**src/rtl/mult_share_arb_pkg.sv**
```systemverilog
// mult_pkg: shared constants, ID width helper and default pipeline stage record
// Rev 1.0
`default_nettype none

package mult_pkg;

  localparam int DEF_N   = 4;
  localparam int DEF_L1  = 8;
  localparam int DEF_L2  = 8;
  localparam int DEF_LAT = 2;

  function automatic int id_w(input int n);
    return (n > 2) ? $clog2(n) : 1;
  endfunction

  localparam int DEF_ID_W = id_w(DEF_N);

  typedef struct packed {
    logic                       valid;
    logic [DEF_ID_W-1:0]        id;
    logic [DEF_L1+DEF_L2-1:0]   prod;
  } stage_t;

endpackage

`default_nettype wire

```
**src/rtl/mult_share_arb_if.sv**
```systemverilog
// mult_share_arb_if: request/response bundle between clients and the shared multiplier
// Rev 1.0
`default_nettype none

interface mult_share_arb_if
  import mult_pkg::*;
#(
  parameter int N  = DEF_N,
  parameter int L1 = DEF_L1,
  parameter int L2 = DEF_L2
) ();

  localparam int ID_W = id_w(N);

  logic                hold;
  logic [N-1:0]        req_valid;
  logic [N-1:0]        req_ready;
  logic [N*L1-1:0]     req_in1;
  logic [N*L2-1:0]     req_in2;
  logic                rsp_valid;
  logic [ID_W-1:0]     rsp_id;
  logic [L1+L2-1:0]    rsp_out;
  logic                busy;

  modport master (
    output hold, req_valid, req_in1, req_in2,
    input  req_ready, rsp_valid, rsp_id, rsp_out, busy
  );

  modport slave (
    input  hold, req_valid, req_in1, req_in2,
    output req_ready, rsp_valid, rsp_id, rsp_out, busy
  );

endinterface

`default_nettype wire

```
**src/rtl/mult_share_arb_arbiter.sv**
```systemverilog
// rr_arbiter: N-way round-robin one-hot grant, searching from last+1 upward with wrap
// Rev 1.0
`default_nettype none

module rr_arbiter
  import mult_pkg::*;
#(
  parameter int  N    = DEF_N,
  localparam int ID_W = id_w(N)
) (
  input  wire logic [N-1:0]    req,
  input  wire logic            en,
  input  wire logic [ID_W-1:0] last,
  output logic      [N-1:0]    grant
);

  logic            w_found;
  logic [ID_W-1:0] w_idx;

  always_comb begin
    grant   = '0;
    w_found = 1'b0;
    w_idx   = '0;
    for (int k = 1; k <= N; k++) begin
      w_idx = ID_W'((int'(last) + k) % N);
      if (en && !w_found && req[w_idx]) begin
        grant[w_idx] = 1'b1;
        w_found      = 1'b1;
      end
    end
  end

endmodule

`default_nettype wire

```
**src/rtl/mult_share_arb.sv**
```systemverilog
// mult_share_arb: round-robin sharing of one LAT-stage unsigned multiplier among N requesters
// Rev 1.0
`default_nettype none

module mult_share_arb
  import mult_pkg::*;
#(
  parameter int N   = DEF_N,
  parameter int L1  = DEF_L1,
  parameter int L2  = DEF_L2,
  parameter int LAT = DEF_LAT
) (
  input wire logic          clk,
  input wire logic          rst_n,
  mult_share_arb_if.slave   bus
);

  localparam int ID_W = id_w(N);
  localparam int P_W  = L1 + L2;

  typedef struct packed {
    logic            valid;
    logic [ID_W-1:0] id;
    logic [P_W-1:0]  prod;
  } pipe_t;

  logic [N-1:0]    w_grant;
  logic            w_xfer;
  logic [ID_W-1:0] w_gidx;
  logic [L1-1:0]   w_in1;
  logic [L2-1:0]   w_in2;
  logic [P_W-1:0]  w_prod;
  logic [LAT-1:0]  w_stage_vld;
  logic [ID_W-1:0] r_last;
  pipe_t           r_pipe [LAT];

  rr_arbiter #(.N(N)) u_arb (
    .req   (bus.req_valid),
    .en    (~bus.hold),
    .last  (r_last),
    .grant (w_grant)
  );

  assign bus.req_ready = w_grant;
  assign w_xfer        = |(bus.req_valid & w_grant);

  // One-hot grant selects the operand pair that feeds the shared multiplier
  always_comb begin
    w_gidx = '0;
    w_in1  = '0;
    w_in2  = '0;
    for (int i = 0; i < N; i++) begin
      if (w_grant[i]) begin
        w_gidx = ID_W'(i);
        w_in1  = bus.req_in1[i*L1 +: L1];
        w_in2  = bus.req_in2[i*L2 +: L2];
      end
    end
  end

  assign w_prod = P_W'(w_in1) * P_W'(w_in2);

  always_ff @(posedge clk or negedge rst_n) begin
    if (!rst_n) begin
      r_last <= ID_W'(N - 1);
    end else if (w_xfer) begin
      r_last <= w_gidx;
    end
  end

  // Head stage keeps its payload when idle so the output holds the last valid entry
  always_ff @(posedge clk or negedge rst_n) begin
    if (!rst_n) begin
      for (int k = 0; k < LAT; k++) begin
        r_pipe[k] <= '0;
      end
    end else begin
      r_pipe[0].valid <= w_xfer;
      if (w_xfer) begin
        r_pipe[0].id   <= w_gidx;
        r_pipe[0].prod <= w_prod;
      end
      for (int k = 1; k < LAT; k++) begin
        r_pipe[k] <= r_pipe[k-1];
      end
    end
  end

  always_comb begin
    w_stage_vld = '0;
    for (int k = 0; k < LAT; k++) begin
      w_stage_vld[k] = r_pipe[k].valid;
    end
  end

  assign bus.rsp_valid = r_pipe[LAT-1].valid;
  assign bus.rsp_id    = r_pipe[LAT-1].id;
  assign bus.rsp_out   = r_pipe[LAT-1].prod;
  assign bus.busy      = |w_stage_vld;

endmodule

`default_nettype wire

```
**src/flat_wrapper.sv**
```systemverilog
// flat-port wrapper written by rule: the top's interface ports become plain ports
module mult_share_arb_flat import mult_pkg::*;
#(
  parameter int N   = DEF_N,
  parameter int L1  = DEF_L1,
  parameter int L2  = DEF_L2,
  parameter int LAT = DEF_LAT
)
  (clk, rst_n, bus_hold, bus_req_valid, bus_req_in1, bus_req_in2, bus_req_ready, bus_rsp_valid, bus_rsp_id, bus_rsp_out, bus_busy);
  mult_share_arb_if #(.N(N), .L1(L1), .L2(L2)) bus_i ();
  input wire logic clk;
  input wire logic rst_n;
  input wire logic [$bits(bus_i.hold)-1:0] bus_hold;
  input wire logic [$bits(bus_i.req_valid)-1:0] bus_req_valid;
  input wire logic [$bits(bus_i.req_in1)-1:0] bus_req_in1;
  input wire logic [$bits(bus_i.req_in2)-1:0] bus_req_in2;
  output wire logic [$bits(bus_i.req_ready)-1:0] bus_req_ready;
  output wire logic [$bits(bus_i.rsp_valid)-1:0] bus_rsp_valid;
  output wire logic [$bits(bus_i.rsp_id)-1:0] bus_rsp_id;
  output wire logic [$bits(bus_i.rsp_out)-1:0] bus_rsp_out;
  output wire logic [$bits(bus_i.busy)-1:0] bus_busy;
  assign bus_i.hold = bus_hold;
  assign bus_i.req_valid = bus_req_valid;
  assign bus_i.req_in1 = bus_req_in1;
  assign bus_i.req_in2 = bus_req_in2;
  assign bus_req_ready = bus_i.req_ready;
  assign bus_rsp_valid = bus_i.rsp_valid;
  assign bus_rsp_id = bus_i.rsp_id;
  assign bus_rsp_out = bus_i.rsp_out;
  assign bus_busy = bus_i.busy;
  mult_share_arb #(.N(N), .L1(L1), .L2(L2), .LAT(LAT)) u_core (.clk(clk), .rst_n(rst_n), .bus(bus_i));
endmodule
```
**config.mk**
```make
export PLATFORM = sky130hd
export DESIGN_NAME = mult_share_arb_flat
export DESIGN_NICKNAME = d
export VERILOG_FILES = /design/src/rtl/mult_share_arb_pkg.sv /design/src/rtl/mult_share_arb_if.sv /design/src/rtl/mult_share_arb_arbiter.sv /design/src/rtl/mult_share_arb.sv /design/src/flat_wrapper.sv
export SDC_FILE = /design/constraint.sdc
export NUM_CORES = 1
export LEC_CHECK = 0
export ABC_AREA = 0
export BUFFER_PORTS_ARGS = -buffer_cell sky130_fd_sc_hd__buf_2
export CAP_MARGIN = 20
export CORE_MARGIN = 2
export CORE_UTILIZATION = 55
export CTS_CLUSTER_SIZE = 20
export DETAILED_ROUTE_END_ITERATION = 8
export GPL_TIMING_DRIVEN = 0
export PLACE_DENSITY = 0.82
export SLEW_MARGIN = 10
export SYNTH_ARGS = -nofsm -noshare
export SYNTH_HDL_FRONTEND = slang
export SYNTH_SLANG_ARGS = --single-unit
export TNS_END_PERCENT = 50
```
**constraint.sdc**
```tcl
create_clock -name clk -period 10.5 [get_ports clk]
set_clock_uncertainty 0.15 [all_clocks]
set_input_delay 0 -clock clk [delete_from_list [all_inputs] [get_ports clk]]
set_output_delay 0 -clock clk [all_outputs]
set_load 0.1 [all_outputs]
```
Word-level counts from Yosys, hierarchy flattened. Index checks and enable logic that the tools add are counted.

Register bits: 40. Bits of input ports: 71. Output and inout port bits: 24. Word-level logic and storage cells: 75.

Add/subtract/negate cells: 4. Multiply operators: 1. Order comparisons: 8. Multiplexer cells: 34. Bitwise gates (word level): 5. Reductions and logical operators: 16.

Operator list (number): 8-bit 2-to-1 mux (8); 8-bit by 8-bit multiplier with 16-bit output (1); 4-bit 2-to-1 mux (4); 2-bit by 3-bit < comparator with 1-bit output, second input constant (4); 1-bit 2-to-1 mux (12); 4-bit bitwise OR (3); 1-bit logical AND (11); 1-bit binary-select mux with 2-bit select (4); 1-bit demux with 2-bit select (4); 2-bit by 1-bit >= comparator with 1-bit output, second input constant (4); 2-bit by 1-bit adder with 2-bit output, second input constant (2); 2-bit adder, second input constant (2); 4-bit AND (1); 2-bit 2-to-1 mux (2); 4-bit OR reduction (1); 1-bit logical NOT (3); 2-bit OR reduction (1); 1-bit NOT (1).

Longest topological paths before layout.
Depth after elaboration: 22. Gate-level depth with buffers: 27. Depth with buffers taken out: 25.

Cells and area by module. From an unflattened synthesis, not the netlist that was laid out.

Cell total of the unflattened synthesis: 481. Area, all modules: 4483.0 µm².

By module, submodules not included: mult_share_arb (instances 1, cells an instance 428, area an instance 4078.9 µm², sequential area each 1003.5 µm²); rr_arbiter (instances 1, cells an instance 53, area an instance 404.1 µm², sequential area each 0.0 µm²).

Least setup slack after synthesis. Ideal clock, no wire load.

Path kind: reg2reg. Start point: reg u_core.r_last[1]. End point: reg u_core.r_pipe[33] (netlist bit). Library setup time: 0.125 ns. Arrival: 7.096 ns. Required time: 10.225 ns. Slack: 3.130 ns. Cell stages (with the launch flop): 27. Buffers on the path: 2. Clock period less this slack: 7.370 ns. Path through: dfstp_2 > buf_6 > inv_1 > ha_1 > mux4_2 > nor2b_4 > a32o_1 > nor3_4 > buf_4 > inv_1 > nand3_1 > a211o_2 > or2_1 > fa_1 > fa_1 > inv_1 > fa_1 > inv_1 > fa_1 > inv_1 > ha_1 > or2_2 > a21oi_1 > o31ai_1 > o211ai_1 > xnor2_1 > mux2_2.

Word-level cells in the longest chain between the ends: 22. Elaborated cells on any way between the ends: 63. Classes of those cells: add/sub: 4; mul: 1; order compare: 8; mux: 31; bitwise: 4; reduce/logical: 15.

Ends and longest elaborated chain: from (decl) (line mult_share_arb.sv:34) `logic [ID_W-1:0] r_last;`; from (signal assigned) (line mult_share_arb.sv:65) `r_last <= ID_W'(N - 1);`; from (signal assigned) (line mult_share_arb.sv:67) `r_last <= w_gidx;`; parallel branches: the longest is 16 deep, another holds 2-bit by 3-bit < comparator with 1-bit output; 4-bit 2-to-1 mux * (line mult_share_arb_arbiter.sv:26) `if (en && !w_found && req[w_idx]) begin`; via bus_req_ready[0] (line flat_wrapper.sv:17) `output wire logic [$bits(bus_i.req_ready)-1:0] bus_req_ready;`; 8-bit 2-to-1 mux (4 in a row) (line mult_share_arb.sv:53) `if (w_grant[i]) begin`; 8-bit by 8-bit multiplier with 16-bit output (line mult_share_arb.sv:61) `assign w_prod = P_W'(w_in1) * P_W'(w_in2);`; to (signal, indexed assignment) (line mult_share_arb.sv:84) `r_pipe[k] <= r_pipe[k-1];`; to (decl) (line mult_share_arb.sv:35) `pipe_t r_pipe [LAT];`.

Mark *: on every way through the listed nets, which the timed path passes. The select of a mux whose other input is x is not followed. A chain may end at the register's enable or synchronous reset.

Final worst setup path.
Start point: reg u_core.r_last[0]. End point: reg u_core.r_pipe[33] (netlist bit).

Word-level cells in the longest chain between the ends: 22. Elaborated cells on any way between the ends: 63. Classes of those cells: add/sub: 4; mul: 1; order compare: 8; mux: 31; bitwise: 4; reduce/logical: 15.

Ends and longest elaborated chain (line): parallel branches: the longest is 16 deep, another holds 2-bit by 3-bit < comparator with 1-bit output; 4-bit 2-to-1 mux * (mult_share_arb_arbiter.sv:26); 8-bit 2-to-1 mux (4 in a row) (mult_share_arb.sv:53); 8-bit by 8-bit multiplier with 16-bit output (mult_share_arb.sv:61).

Every way passes the cells marked *. The select of a mux whose other input is x is not followed.

==> results.yml <==
logic_synthesis:
  synth_xor_area_share_pct: 2.07
  synth_top_family_by_area: "adder cells"
  synth_area_um2: 4650
  synth_compound_area_share_pct: 21.8
  synth.avg_cell_area_um2: 9.53
  ys_seq_area_share_pct: 21.6
  syn_inst: 488
  synth_fa_ha_area_share_pct: 27.1
  synth_edf_count: 0
  yosysWarnings: 0
  synthSimpleGateAreaFrac_pct: 13.3
  ys_types: 59
  synth-main-ff-cell: "dfrtp_1"
  synth_nets: 638
  ys_ff_latch: 40
  synth.area.mux_share_pct: 2.61
  async_reset_ff_share_pct: 100
run:
  maxCapViolations: 0
cts:
  cts_made_buffers: 5
  cts-resized-gates: 0
  cts_tree: "done"
  path_clk_slew_ps: 80
  insertion_delay_ps: 290
  numClockSinks: 40
  cts_root_buf: "clkbuf_8"
  htreeDepth: 2
  cts.path.max_buffers: 2
global_routing:
  antenna_found_initial: 0
  met1_usage_pct: 32.1
  grt_pass1_vias: 3986
  grt_pass1_wl_mm: 18.1
  grt_usage_pct: 25.2
  use_met3_pct: 3.29
  busiest_layer: "met2"
  grtUsageMet2_pct: 44.2
  overflow: 0
  grt_max_degree: 41
floorplanning:
  start_util_pct: 56.6
  die_h_um: 96.0
  die_area_um2: 9210
  coreArea_um2: 8220
  row_count: 33
  die_w_um: 96.0
  pin_count: 95
placed_design:
  gp_congestion: 0.889
  dp_hpwl_mm: 8.47
  io_buffers: 93
route:
  drt-total-wl_mm: 10.6
  initialDrtViolationCount: 196
  avgRoutedWirePerCell_um: 15.3
  ant_nets: 0
  vias_per_cell: 5.58
  dr.pass1.iters: 5
  via_count: 3875
  drc_errors: 0
timing:
  maxClockFrequency_ghz: 0.131
  drv_slew: 0
  period_needed_ps: 7610
  grt_setup_unrepaired: "false"
  maxSlewHeadroom_pct: 41.1
  hold_viol_final: 0
  worstMarginPinSlew_ps: 883
  tns_ps: 0
  period_share_pct: 72.4
  setup_viol: 0
final_layout:
  final_layout_size_suffix_gt1_share_pct: 30.3
  mostFrequentLayoutCells: "buf_2, inv_1, nor2_1"
  nets: 739
  final_common_cell: "buf_2"
  diodes: 0
  multi_input_area_um2: 3110
  syn2layout_area_growth_pct: 15.5
  seq_area_um2: 1000
  nFillCells: 667
outcome:
  outcome: "completed"
setup_path:
  worstPathArrival_ps: 7640
  worstPathMaxFanout: 10
  worstPathRequired_ps: 10530
  start_kind: "flip-flop"
  cp-end-kind: "flip-flop"
  critical_path_class: "reg -> reg"
worst_hold_path:
  hold_class: "in -> reg"
-- area by class of cell --
type                    count  area share, %
clock inverters             3          0.862
clock buffers               5           1.28
plain buffers              36           4.77
multi-input cells         336           57.8
flip-flops and latches     40           18.7
repair buffers             94           8.85
well taps                 105           2.45
inverters                  76           5.31
-- flip-flops by register name (all words and copies together) (netlist names) --
| signal | cells |
|---|---|
| u_core.r_pipe | 19 |
| u_core.bus.rsp_out | 16 |
| u_core.bus.rsp_id | 2 |
| u_core.r_last | 2 |
| u_core.bus.rsp_valid | 1 |
-- through the flow --
step | instances | cell area (um^2) | utilization (%) | setup WS [ps] | hold WS [ps]
CTS | 695 | 5370 | 65.4 | 2940 | 63.6
detailed placement | 686 | 5250 | 63.9 | 2980 | -1.48
global placement | 686 | 5250 | 63.9 | 3100 | -15.2
finish | 695 | 5370 | 65.4 | 2890 | 71.3
floorplan | 488 | 4650 | - | 3130 | -446
global route | 695 | 5370 | 65.4 | 2450 | 77.3
-- worst max-delay path, stage by stage, from the launching register on --
cell and delay [ps]:
dfstp_2 650, inv_1 160, ha_1 380, nor3b_1 200, o2111ai_1 230, a21boi_1 550, nor3_4 90, inv_2 160
buf_6 180, a211oi_1 80, a211o_2 430, or2_1 280, fa_1 510, fa_1 550, inv_1 60, fa_1 530
inv_1 60, fa_1 540, inv_1 50, ha_1 340, or2_2 310, a21oi_1 240, o31ai_1 140, o211ai_1 220
xnor2_1 120, mux2_2 280
-- cells by family (layout without fill, tap and decap cells) --
group	after synthesis	after routing
compound gates	118	118
fa+ha+maj	79	79
xor+xnor	11	11
flops	40	40
mux	9	9
buf+inv	112	214
simple gates	119	119
-- final timing paths --
check,to,start,slack (ps),cells after the start
worst max-delay path,u_core.r_pipe[33],u_core.r_last[0],2890,25
worst min-delay path,u_core.r_pipe[19],bus_req_in2[0],70,4
worst max register to register,u_core.r_pipe[33],u_core.r_last[0],2890,25
worst min register to register,u_core.bus.rsp_valid,u_core.r_pipe[37],230,0
max in group asynchronous,u_core.bus.rsp_id[0],rst_n,9480,2
min in group asynchronous,u_core.bus.rsp_valid,rst_n,190,2
-- Yosys cell counts (all sizes together), types with 2 or more instances --
| library cell | count | area share (%) |
|---|---|---|
| buf | 32 | 5.2 |
| a31oi | 4 | 0.54 |
| o2111ai | 4 | 0.89 |
| o21a | 18 | 2.9 |
| nor2 | 64 | 5.2 |
| nor2b | 5 | 0.83 |
| or2 | 21 | 2.8 |
| a21oi | 16 | 1.7 |
| xor2 | 4 | 0.75 |
| a21boi | 8 | 1.3 |
| mux4 | 2 | 0.97 |
| o31ai | 17 | 2.9 |
| mux2 | 5 | 1.2 |
| nor3 | 8 | 1.5 |
| a211oi | 2 | 0.32 |
| and3b | 4 | 0.75 |
| a22oi | 15 | 3.8 |
| nand2 | 3 | 0.24 |
| ha | 43 | 12 |
| nor3b | 4 | 0.65 |
| dfrtp | 38 | 20 |
| dfstp | 2 | 1.1 |
| a32o | 4 | 0.91 |
| a211o | 2 | 0.43 |
| inv | 76 | 6.1 |
| or3 | 3 | 0.40 |
| fa | 36 | 15 |
| mux2i | 2 | 0.43 |
| xnor2 | 7 | 1.3 |
| o211ai | 3 | 0.48 |
| nand3 | 3 | 0.32 |
| o21ai | 6 | 0.65 |
| o311ai | 14 | 3.6 |
| clkbuf | 4 | 0.32 |
-- metal layers --
layer / vias up / part of all wire, %
met4: 0 / 2.3
met5: - / 0
li1: 1857 / -
met3: 21 / 5.9
met2: 145 / 49
met1: 1852 / 43
-- timing repair --
item	CTS	global route
hold buffers	1	0
endpoints found under the hold margin	38	0
setup buffers	0	0
Power is left out: the tool's default activity adds up to more than one toggle a clock period on the data nets, which glitch-free logic cannot reach.
